===== config.mk =====
export PLATFORM = sky130hd
export DESIGN_NAME = e191_stim_driver
export DESIGN_NICKNAME = d
export VERILOG_FILES = /design/src/rtl/e191_drv_pkg.sv /design/src/rtl/e191_drv_fifo.sv /design/src/rtl/e191_stim_driver.sv
export SDC_FILE = /design/constraint.sdc
export NUM_CORES = 1
export LEC_CHECK = 0
export ABC_CLOCK_PERIOD_IN_PS = 3150
export CAP_MARGIN = 20
export CORE_MARGIN = 8
export CORE_UTILIZATION = 25
export DETAILED_ROUTE_END_ITERATION = 10
export PLACE_DENSITY = 0.4
export SYNTH_ARGS = -nofsm -noshare
export SYNTH_HDL_FRONTEND = slang
export SYNTH_SLANG_ARGS = --single-unit

===== constraint.sdc =====
create_clock -name clk -period 3.15 [get_ports clk]
set_input_delay 0.63 -clock clk [delete_from_list [all_inputs] [get_ports clk]]
set_output_delay 0.63 -clock clk [all_outputs]
set_load 0.05 [all_outputs]

===== src/rtl/e191_drv_pkg.sv =====
// Shared definitions for the e191 stimulus driver: state codes, sequencer
// states and the controller edge table (x stimulus / expected y per edge).
package e191_drv_pkg;

    localparam logic [3:0] S1  = 4'd1;
    localparam logic [3:0] S2  = 4'd2;
    localparam logic [3:0] S3  = 4'd3;
    localparam logic [3:0] S4  = 4'd4;
    localparam logic [3:0] S5  = 4'd5;
    localparam logic [3:0] S6  = 4'd6;
    localparam logic [3:0] S7  = 4'd7;
    localparam logic [3:0] S8  = 4'd8;
    localparam logic [3:0] S9  = 4'd9;
    localparam logic [3:0] S10 = 4'd10;
    localparam logic [3:0] S11 = 4'd11;

    typedef enum logic [1:0] {
        IDLE  = 2'd0,
        DRIVE = 2'd1,
        CHECK = 2'd2
    } drv_state_t;

    typedef struct packed {
        logic        legal;
        logic [15:0] x;
        logic [10:0] y;
    } edge_t;

    // x bit i-1 = xi, y bit i-1 = yi; anything not listed is not a direct edge
    function automatic edge_t edge_lookup(input logic [3:0] src, input logic [3:0] dst);
        edge_t ent;
        case ({src, dst})
            {S1, S2}:   ent = '{1'b1, 16'h8180, 11'h200};
            {S1, S3}:   ent = '{1'b1, 16'h8100, 11'h008};
            {S1, S4}:   ent = '{1'b1, 16'h0100, 11'h010};
            {S1, S5}:   ent = '{1'b1, 16'h0210, 11'h001};
            {S1, S6}:   ent = '{1'b1, 16'h0001, 11'h001};
            {S1, S7}:   ent = '{1'b1, 16'h0002, 11'h004};
            {S1, S8}:   ent = '{1'b1, 16'h0000, 11'h002};
            {S2, S9}:   ent = '{1'b1, 16'h0000, 11'h080};
            {S3, S7}:   ent = '{1'b1, 16'h01C0, 11'h004};
            {S3, S3}:   ent = '{1'b1, 16'h0140, 11'h000};
            {S3, S1}:   ent = '{1'b1, 16'h0040, 11'h000};
            {S3, S10}:  ent = '{1'b1, 16'h1028, 11'h401};
            {S4, S6}:   ent = '{1'b1, 16'h0001, 11'h001};
            {S4, S7}:   ent = '{1'b1, 16'h0002, 11'h004};
            {S4, S8}:   ent = '{1'b1, 16'h0000, 11'h002};
            {S5, S11}:  ent = '{1'b1, 16'h4800, 11'h020};
            {S5, S5}:   ent = '{1'b1, 16'h0800, 11'h000};
            {S5, S1}:   ent = '{1'b1, 16'h0004, 11'h000};
            {S5, S3}:   ent = '{1'b1, 16'h0000, 11'h008};
            {S6, S7}:   ent = '{1'b1, 16'h0002, 11'h004};
            {S6, S8}:   ent = '{1'b1, 16'h0000, 11'h002};
            {S7, S2}:   ent = '{1'b1, 16'hA010, 11'h040};
            {S7, S3}:   ent = '{1'b1, 16'hA000, 11'h008};
            {S7, S5}:   ent = '{1'b1, 16'h0410, 11'h001};
            {S7, S1}:   ent = '{1'b1, 16'h0004, 11'h000};
            {S8, S5}:   ent = '{1'b1, 16'h0400, 11'h001};
            {S8, S1}:   ent = '{1'b1, 16'h0004, 11'h000};
            {S8, S3}:   ent = '{1'b1, 16'h0000, 11'h008};
            {S9, S1}:   ent = '{1'b1, 16'h0008, 11'h100};
            {S9, S9}:   ent = '{1'b1, 16'h0000, 11'h000};
            {S10, S11}: ent = '{1'b1, 16'h4000, 11'h020};
            {S10, S10}: ent = '{1'b1, 16'h0000, 11'h000};
            {S11, S2}:  ent = '{1'b1, 16'h0000, 11'h200};
            default:    ent = '{1'b0, 16'h0000, 11'h000};
        endcase
        return ent;
    endfunction

endpackage


===== src/rtl/e191_drv_fifo.sv =====
// Synchronous FIFO holding queued target-state codes; combinational head read.
module e191_drv_fifo
#(
    parameter int DEPTH = 8,
    parameter int W     = 4
)
(
    input  logic         clk,
    input  logic         rst,
    input  logic         push,
    input  logic [W-1:0] din,
    input  logic         pop,
    output logic [W-1:0] dout,
    output logic         full,
    output logic         empty
);
    localparam int AW = $clog2(DEPTH);

    logic [W-1:0] mem_r [DEPTH];
    logic [AW:0]  wr_ptr_r;
    logic [AW:0]  rd_ptr_r;

    // Pointer/storage update; the extra pointer bit tells full from empty
    always_ff @(posedge clk) begin
        if (!rst) begin
            wr_ptr_r <= '0;
            rd_ptr_r <= '0;
        end else begin
            if (push) begin
                mem_r[wr_ptr_r[AW-1:0]] <= din;
                wr_ptr_r                <= wr_ptr_r + (AW+1)'(1);
            end
            if (pop) begin
                rd_ptr_r <= rd_ptr_r + (AW+1)'(1);
            end
        end
    end

    assign dout  = mem_r[rd_ptr_r[AW-1:0]];
    assign empty = (wr_ptr_r == rd_ptr_r);
    assign full  = (wr_ptr_r[AW] != rd_ptr_r[AW]) && (wr_ptr_r[AW-1:0] == rd_ptr_r[AW-1:0]);

endmodule


===== src/rtl/e191_stim_driver.sv =====
// e191 stimulus driver: steers the controller one edge per queued target and checks y.
// Optional TROJAN_WATCH_EN adds trojan_flag (s4-run followed by s6/s7/s8 mismatch).
module e191_stim_driver
    import e191_drv_pkg::*;
#(
    parameter int DEPTH = 8,
    parameter int ERR_W = 8
)
(
    input  logic             clk,
    input  logic             rst,
    input  logic             tgt_valid,
    input  logic [3:0]       tgt_state,
    output logic             tgt_ready,
    output logic [15:0]      x_out,
    input  logic [10:0]      y_obs,
    output logic             busy,
    output logic             nack,
    output logic             err,
    output logic [ERR_W-1:0] err_count,
    output logic [3:0]       cur_state
`ifdef TROJAN_WATCH_EN
    ,
    output logic             trojan_flag
`endif
);

    drv_state_t       state_r;
    logic [3:0]       cur_state_r;
    logic [3:0]       tgt_r;
    logic [15:0]      x_r;
    logic [10:0]      exp_y_r;
    logic             nack_r;
    logic             err_r;
    logic [ERR_W-1:0] err_cnt_r;

    logic       push_s;
    logic       pop_s;
    logic [3:0] head_s;
    logic       full_s;
    logic       empty_s;
    edge_t      lookup_s;

    // A full queue still accepts when the sequencer is about to pop its head
    assign tgt_ready = !full_s || (state_r == IDLE);
    assign push_s    = tgt_valid && tgt_ready;
    assign pop_s     = (state_r == IDLE) && !empty_s;

    e191_drv_fifo #(.DEPTH(DEPTH), .W(4)) u_fifo (
        .clk   (clk),
        .rst   (rst),
        .push  (push_s),
        .din   (tgt_state),
        .pop   (pop_s),
        .dout  (head_s),
        .full  (full_s),
        .empty (empty_s)
    );

    // Edge lookup from the believed state to the queue head
    always_comb begin
        lookup_s = edge_lookup(cur_state_r, head_s);
    end

    // Sequencer: pop a target, drive its edge vector, then check the returned word
    always_ff @(posedge clk) begin
        if (!rst) begin
            state_r     <= IDLE;
            cur_state_r <= S1;
            tgt_r       <= 4'd0;
            x_r         <= 16'h0000;
            exp_y_r     <= 11'h000;
            nack_r      <= 1'b0;
            err_r       <= 1'b0;
            err_cnt_r   <= '0;
        end else begin
            nack_r <= 1'b0;
            case (state_r)
                IDLE: begin
                    if (!empty_s) begin
                        tgt_r <= head_s;
                        if (lookup_s.legal) begin
                            x_r     <= lookup_s.x;
                            exp_y_r <= lookup_s.y;
                            state_r <= DRIVE;
                        end else begin
                            x_r    <= 16'h0000;
                            nack_r <= 1'b1;
                        end
                    end
                end
                DRIVE: begin
                    state_r <= CHECK;
                end
                CHECK: begin
                    // Belief follows the target regardless of y; divergence is counted, not repaired
                    if (y_obs != exp_y_r) begin
                        err_r <= 1'b1;
                        if (err_cnt_r != '1) begin
                            err_cnt_r <= err_cnt_r + ERR_W'(1);
                        end
                    end
                    cur_state_r <= tgt_r;
                    x_r         <= 16'h0000;
                    state_r     <= IDLE;
                end
                default: begin
                    x_r     <= 16'h0000;
                    state_r <= IDLE;
                end
            endcase
        end
    end

    assign x_out     = x_r;
    assign busy      = (state_r != IDLE) || !empty_s;
    assign nack      = nack_r;
    assign err       = err_r;
    assign err_count = err_cnt_r;
    assign cur_state = cur_state_r;

`ifdef TROJAN_WATCH_EN
    logic [3:0] src4_cnt_r;
    logic [3:0] prev_src_r;
    logic       trojan_r;

    // Watch for a run of s4-sourced edges followed by a mismatch out of s6/s7/s8
    always_ff @(posedge clk) begin
        if (!rst) begin
            src4_cnt_r <= 4'd0;
            prev_src_r <= 4'd0;
            trojan_r   <= 1'b0;
        end else if (state_r == CHECK) begin
            if ((y_obs != exp_y_r) && (prev_src_r == S4) && (src4_cnt_r >= 4'd5) &&
                ((cur_state_r == S6) || (cur_state_r == S7) || (cur_state_r == S8))) begin
                trojan_r <= 1'b1;
            end
            if ((cur_state_r == S4) && (src4_cnt_r != 4'hF)) begin
                src4_cnt_r <= src4_cnt_r + 4'd1;
            end
            prev_src_r <= cur_state_r;
        end
    end

    assign trojan_flag = trojan_r;
`endif

endmodule


---- After elaboration in Yosys (flattened, before gate mapping) ----
Memories as Yosys holds them, arrays and structs flattened. A register that Yosys moved wholly into a read port is not among the register bits.
Cells that the tools add are included.
word-level totals
  output and inout port bits .............. 32
  bits in registers ....................... 55
  memories ................................ 1
  memory bits (writable) .................. 32
cells by class
  muxes and demuxes ....................... 13
  bitwise operators ....................... 4
  reductions and logical operators ........ 22
  $add $sub $neg .......................... 3
  equality and inequality tests ........... 42
memory list
  name          words  width  rd ports  clocked after memory_dff  wr ports  line                 text
  u_fifo.mem_r  8      4      1         1                         1         e191_drv_fifo.sv:19  logic [W-1:0] mem_r [DEPTH];
operators by type and width
  cell                                                 number
  case mux 28 bit (24 select lines)                    1
  equality test 8 x 7 -> 1 bit, second input constant  13
  equality test 8 bit, second input constant           8
  equality test 8 x 5 -> 1 bit, second input constant  7
  equality test 8 x 6 -> 1 bit, second input constant  5
  2-to-1 mux 16 bit                                    2
  case mux 16 bit (2 select lines)                     1
  OR reduction 3 bit                                   4
  != test 11 bit                                       1
  adder 4 x 1 -> 4 bit, second input constant          2
  adder 8 x 1 -> 8 bit, second input constant          1
  != test 8 bit, second input constant                 1
  AND reduction 2 bit                                  4
  2-to-1 mux 3 bit                                     2
  AND reduction 3 bit                                  2
  OR reduction 2 bit                                   3
  equality test 4 bit                                  1
  2-to-1 mux 1 bit                                     4
  2-to-1 mux 2 bit                                     2
  != test 2 bit, second input constant                 2
  inverter 1 bit                                       4
  case mux 2 bit (2 select lines)                      1
  equality test 3 bit                                  1
  logical AND 1 bit                                    3
  other kinds (7)                                      9

---- Depth between registers and ports, before layout ----
Gate-level depths: netlist (run 1).
  depth in word-level cells ............... 8
  depth in mapped cells ................... 10
  gate-level depth less buffers ........... 7

---- Modules after synthesis ----
From an unflattened synthesis (run 1), not the netlist that was laid out.
unflattened totals
  cell total of the unflattened synthesis .. 404
  area total of the unflattened synthesis .. 4330.4 µm²
modules (own cells, without submodules)
  module            instances  cells each  area an instance (µm²)
  e191_stim_driver  1          299         2575.0
  e191_drv_fifo     1          105         1755.4

---- Worst setup path before layout (run 1) ----
Ideal clock, no wire load.
  path kind ............................... register to register
  start point ............................. register (tool-made name)
  end point ............................... register x_r[6], in the netlist x_out[6]
  period minus slack after synthesis ...... 2.793 ns
  arrival ................................. 2.675 ns
  stages on the path, launching flop included .. 10
  required time ........................... 3.033 ns
  path buffers ............................ 2
  setup slack ............................. 0.357 ns
  cell sequence ........................... dfxtp_1 buf_6 mux4_2 mux2i_4 mux2_2 a211oi_1 a311oi_2 o311a_1 buf_6 a32o_1
RTL lines
  item                    line                    text
  end signal: assignment  e191_stim_driver.sv:83  x_r <= lookup_s.x;
  end: declaration        e191_stim_driver.sv:31  logic [15:0] x_r;

---- Final worst setup path (run 1) ----
  start point ............................. register u_fifo.wr_ptr_r[0]
  end point ............................... output port busy
on the way
  word-level cells in the longest chain between the ends .. 3
RTL lines
  item                      line                     text
  start: declaration        e191_drv_fifo.sv:20      logic [AW:0] wr_ptr_r;
  start signal: assignment  e191_drv_fifo.sv:31      wr_ptr_r <= wr_ptr_r + (AW+1)'(1);
  equality test 4 bit       e191_drv_fifo.sv:40      assign empty = (wr_ptr_r == rd_ptr_r);
  logical NOT 1 bit         e191_stim_driver.sv:116  assign busy = (state_r != IDLE) || !empty_s;
  logical OR 1 bit          e191_stim_driver.sv:116
  end: declaration          e191_stim_driver.sv:17   output logic busy,
No other way between the ends.

==> metrics.yaml, run 1 <==
drt:
  drt_wl_total_um: 10640
  wl_per_cell_um: 16.02
  drt_pass1_iterations: 4
  ant_nets: 0
  route.vias.total: 3059
  drcViolationCount: 0
  drtIter0Drc: 232
  viasPerCell: 4.607
layout:
  regArea_sq_um: 2103
  fin_nets: 460
  drive_gt1_share_pct: 13.96
  syn_to_final_growth_pct: 25.92
  finalNonFillerCells: 664
  fillCellCount: 1685
  multi_input_area_sq_um: 1901
  num_antenna_cells: 0
worst_setup_path:
  path_class: "reg2out"
  startpoint_type: "flop"
  cp_max_fo: 9
  arrival_ns: 2.31
  required_ns: 2.52
  endpoint_kind: "output port"
  startpoint: "u_fifo.wr_ptr_r[0]"
synthesis:
  synth_compound_area_share_pct: 8.439
  synthSimpleGateAreaFrac_pct: 18.38
  synth_edf_count: 32
  avgSynthCellArea_sq_um: 10.76
  yosysWarnings: 0
  synthMuxAreaShare_pct: 11.72
  synth_top_cell_by_area: "dfxtp_1"
  synth_xor_area_share_pct: 5.907
  syn_nets: 407
  synth.distinct_cells: 55
  synth_top_area_share_pct: 27.49
  synth_area_leaders: "dfxtp_1 (27%), edfxtp_1 (23%), xor2_1 (4.9%)"
  synth_area_sq_um: 4151
  ys_async_sr_fraction_pct: 0
  synth_flop_cell: "dfxtp_1"
  synthAdderAreaFrac_pct: 0.9042
  yosysSeqAreaShare_pct: 50.63
  ys_ff_latch: 89
  synth_top_family_by_area: "simple AND/OR/NAND/NOR gates"
  syn_inst: 386
sta:
  whs_ns: 0.4556
  report.final.slew_viol_count: 0
  setup_viol: 0
  post-route-period-util_pct: 93.40
  finalWorstSetupSlack_ns: 0.2080
  slew_headroom_pct: 55.31
  tns_ns: 0
  fin_crit_ns: 2.942
  max_freq_ghz: 0.3399
  hold_viol_final: 0
  worstMarginPinSlew_ns: 0.6666
  skew_ns: 0.005517
  grt_setup_unrepaired: "false"
global_route:
  first_global_vias: 3027
  antenna_found_initial: 0
  grt_pass1_wl_um: 16930
  grt_usage_pct: 10.73
  grt.overflow.total: 0
  grt_start_max_net_pins: 27
outcome:
  status: "complete, no violations"
min_path:
  min_from: "x_out[14]"
  hp-class: "reg2reg"
placement:
  hpwl_um: 7903
  gp_congestion: 0.8438
  dpl.cell_count: 648
  post-place-ws_ns: 0.1483
  port_buffers: 49
floorplan:
  die_w_um: 144.9
  rows: 47
  start_util_pct: 25.30
  coreArea_sq_um: 16410
  die_y_um: 144.9
  pin_count: 50
  die_area_sq_um: 20990
cts:
  clkSlewWorstSetupHoldPaths_ns: 0.06
  cts_tree: "done"
  clk_latency_ns: 0.34
  clock-sinks: 89
  h-tree-depth: 3
  cts_buffers: 9
  postCtsHoldBufs: 0
  clockBufferDepth: 2
  post_cts_buffers: 0
  cts_root_buf: "clkbuf_16"
pwr:
  vdd_ir_drop_max_v: 0.0002736
  p_leak_nw: 1.889
  power_density_nw_per_um2: 778.7
  p_total_mw: 4.071
run:
  cap_viol_max_count: 0
-- synthesized netlist by cell type (all sizes together), types with 3 or more instances --
cell / count
xnor2: 5
a32o: 5
nand2: 31
nand3: 11
clkbuf: 16
xor2: 23
nor4: 8
dfxtp: 57
o21ai: 9
a21oi: 7
nand4: 11
nand3b: 4
a211oi: 6
nand2b: 7
nor2: 47
mux4: 8
buf: 11
and3: 4
ha: 3
edfxtp: 32
a22o: 6
mux2: 5
nor3: 21
and2: 3
o31ai: 3
mux2i: 21
-- cell usage in the layout (no fill, tap or decap), types with 3 or more instances in the layout --
cell type | Yosys | final
xor2_1 | 23 | 23
nand4_1 | 10 | 10
and2_1 | 3 | 3
mux2i_1 | 18 | 18
clkbuf_16 | 0 | 9
mux2_4 | 3 | 3
nand3_1 | 11 | 11
dfxtp_1 | 57 | 56
a21oi_1 | 7 | 7
nand3b_1 | 4 | 4
nor4_1 | 7 | 6
nor2_1 | 47 | 47
nor3_1 | 21 | 19
ha_1 | 3 | 3
edfxtp_1 | 32 | 32
a211oi_1 | 6 | 6
buf_4 | 1 | 18
a22o_1 | 6 | 6
nand2_1 | 31 | 31
xnor2_1 | 5 | 5
nand2b_1 | 7 | 7
and3_1 | 4 | 4
a32o_1 | 5 | 5
o21ai_0 | 7 | 7
clkdlybuf4s50_1 | 0 | 49
mux4_2 | 8 | 8
-- path summary, 6_finish.rpt --
check	endpoint	slack [ns]	cells after the start
worst max-delay path	busy	0.21	4
worst min-delay path	x_out[14]	0.46	2
worst max register to register	x_out[13]	0.30	8
worst min register to register	x_out[14]	0.46	2
-- metal layers --
metal  global-route usage, %  routed length (um)  part of all wire [%]
met3                   3.970                 754                   7.1
met1                   13.41                4780                    45
met4                   3.669                 210                   2.0
met2                   16.67                4892                    46
met5                       0                   0                     0
-- state kept, by name, summed over array words and instances, names as in the netlist, named ones only --
signal / cells
tgt_r: 4
x_out: 15
u_fifo.rd_ptr_r: 4
u_fifo.mem_r: 32
u_fifo.wr_ptr_r: 4
err: 1
nack: 1
state_r: 2
err_count: 8
cur_state: 4
exp_y_r: 11
-- metrics by stage --
| step | utilization (%) | cell area, sq um |
|---|---|---|
| after floorplan | - | 4151 |
| after global placement | 30.15 | 4947 |
| after detailed placement | 30.15 | 4947 |
| after CTS | 31.85 | 5225 |
| after global routing | 31.86 | 5228 |
| final | 31.86 | 5228 |
-- cell type report --
| cell class | instances | area share, % |
|---|---|---|
| clock buffers | 10 | 4.380 |
| clock inverters | 6 | 0.8138 |
| inverters | 3 | 0.2154 |
| multi-input cells | 267 | 36.36 |
| flip-flops and latches | 89 | 40.23 |
| well taps | 220 | 5.266 |
| repair buffers | 69 | 12.73 |
-- critical path, cell delays in order (launching register included) --
cell	delay, ns
dfxtp_1	0.51
xor2_1	0.15
nor4_2	0.45
nand2_1	0.14
clkdlybuf4s50_1	0.73
-- cells by family (layout without fill, tap and decap cells) --
logic type	after synthesis	in the layout
AO/OA/AOI/OAI	47	47
buffers and inverters	30	88
AND/OR/NAND/NOR	155	155
XOR/XNOR	28	28
flip-flops	89	89
adder cells (fa/ha/maj)	3	3
multiplexers	34	34
-- repair_timing --
| item | CTS | global route |
|---|---|---|
| pin swaps | 0 | 0 |
| gates resized for setup | 1 | 2 |
| setup endpoints to repair | 1 | 11 |
| gates cloned | 0 | 0 |
-- power by group --
| group | total [mW] | internal, mW | leakage (nW) | switching [mW] |
|---|---|---|---|---|
| combinational | 1.69 | 0.693 | 1.02 | 0.997 |
| clock | 0.985 | 0.534 | 0.121 | 0.450 |
| sequential | 1.40 | 1.29 | 0.751 | 0.102 |
| total | 4.07 | 2.52 | 1.89 | 1.55 |
Power figures use the tool's default switching activity.
==> inputs of run 2 (changes only) <==
Settings changed: CORE_MARGIN 8 to 5.
==> metrics.yaml, run 2 (synthesized netlist as in run 1, its figures left out) <==
cts:
  cts_root_buf: "clkbuf_16"
  clkSlewWorstSetupHoldPaths_ns: 0.06
  clockBufferDepth: 2
  clock-sinks: 89
  post_cts_buffers: 0
  h-tree-depth: 3
  clk_latency_ns: 0.34
  postCtsHoldBufs: 0
  cts_tree: "done"
  cts_resized: 0
  cts_buffers: 9
pwr:
  seqPwrFrac_pct: 33.0
  switching_share_pct: 36.85
  p_total_mw: 4.234
  clkPwrFrac_pct: 27.1
  vdd_ir_drop_max_v: 0.0002906
  p_leak_nw: 1.917
  power_density_nw_per_um2: 803.8
  comb_power_share_pct: 39.9
  power.internal_mw: 2.674
  power_switching_mw: 1.560
global_route:
  grt_usage_pct: 11.06
  first_global_vias: 3082
  antenna_found_initial: 0
  grt.overflow.total: 0
  grt_start_max_net_pins: 27
  grt_pass1_wl_um: 16890
worst_setup_path:
  path_class: "reg2reg"
  slowest_delay_ns: 0.55
  cp.depth: 8
  reg2reg_depth: 8
  cp_max_fo: 11
  required_ns: 3.38
  path_delay_family: "compound AO/OA/AOI/OAI gates"
  crit_slowest_cell: "mux4_2"
  r2r-end: "x_out[2]"
  critPathCapture: "x_out[2]"
  endpoint_kind: "flop"
  startpoint_type: "flop"
  arrival_ns: 3.15
  crit_chain: "buf_4 > mux4_2 > mux2i_4 > a211oi_1 > o21ai_0 > o2111ai_1 > o311a_2 > a32o_1"
  worst-path-buf-inv: 1
  r2r_setup_slack_ns: 0.23
layout:
  largest_reg_flops: 32
  final_cell_mix: "dfxtp_1 (56), clkdlybuf4s50_1 (49), nor2_1 (47), edfxtp_1 (32), nand2_1 (31)"
  drive_gt1_share_pct: 13.77
  regArea_sq_um: 2103
  multi_input_area_sq_um: 1901
  syn_to_final_growth_pct: 26.88
  post-route-util_pct: 31.99
  mostFrequentLayoutCell: "dfxtp_1"
  num_antenna_cells: 0
  finalNonFillerCells: 663
  fillCellCount: 1691
  fin_nets: 459
outcome:
  status: "complete, no violations"
floorplan:
  start_util_pct: 25.21
  die_area_sq_um: 19280
  coreArea_sq_um: 16470
  rows: 47
  die_w_um: 138.9
  die_y_um: 138.9
  pin_count: 50
drt:
  viasPerCell: 4.591
  drt_wl_total_um: 10580
  drtIter0Drc: 196
  ant_nets: 0
  drcViolationCount: 0
  route.vias.total: 3044
  drt_pass1_iterations: 5
  wl_per_cell_um: 15.96
sta:
  whs_ns: 0.4548
  hold_viol_final: 0
  post-route-period-util_pct: 92.70
  report.final.slew_viol_count: 0
  max_freq_ghz: 0.3425
  tns_ns: 0
  setup_viol: 0
  worstMarginPinSlew_ns: 0.7382
  skew_ns: 0.007155
  slew_headroom_pct: 50.52
  fin_crit_ns: 2.920
  grt_setup_unrepaired: "false"
placement:
  hpwl_um: 7754
  port_buffers: 49
  dpl.cell_count: 647
  gp_congestion: 0.8547
run:
  cap_viol_max_count: 0
min_path:
  hp-class: "reg2reg"
-- run 2: worst min path at each step --
stage / cells past startpoint / slack [ns] / from / endpoint
after floorplan: 2 / 0.44 / tgt_r[0] / cur_state[0]
after global placement: 2 / 0.44 / x_out[14] / x_out[14]
after detailed placement: 2 / 0.44 / x_out[9] / x_out[9]
after CTS: 2 / 0.46 / x_out[14] / x_out[14]
after global routing: 2 / 0.47 / x_out[14] / x_out[14]
final: 2 / 0.45 / x_out[14] / x_out[14]
-- run 2: area by class of cell --
| cell class | count | share of cell area (%) |
|---|---|---|
| Clock buffer | 10 | 4.347 |
| Clock inverter | 6 | 1.710 |
| Tap cell | 220 | 5.226 |
| Timing Repair Buffer | 68 | 12.49 |
| Inverter | 3 | 0.2138 |
| Sequential cell | 89 | 39.93 |
| Multi-Input combinational cell | 267 | 36.08 |
-- run 2: tightest hold or removal path: stages (launching register included) --
cell     delay, ns
dfxtp_1       0.31
nand2_1       0.05
o21ai_1       0.05
-- run 2: power groups by stage --
stage                     Combinational, mW  Clock (mW)  Sequential, mW
after floorplan                        1.14           0            1.46
after global placement                 1.68           0            1.42
after detailed placement               1.69           0            1.42
after CTS                              1.69        1.20            1.40
after global routing                   1.83        1.24            1.42
final                                  1.69        1.15            1.40
-- run 2: metal layers --
layer / vias up / share of wire [%] / GRT usage, %
met4: 0 / 2.3 / 4.274
li1: 1511 / - / -
met2: 89 / 46 / 17.31
met1: 1432 / 46 / 14.12
met5: - / 0 / 0
met3: 12 / 5.7 / 3.793
-- run 2: metrics by stage --
| stage | cell area, sq um | setup slack [ns] |
|---|---|---|
| after floorplan | 4151 | 0.3573 |
| after global placement | 4940 | 0.1588 |
| after detailed placement | 4940 | 0.1152 |
| after CTS | 5259 | 0.09593 |
| after global routing | 5268 | 0.04748 |
| final | 5268 | 0.2300 |
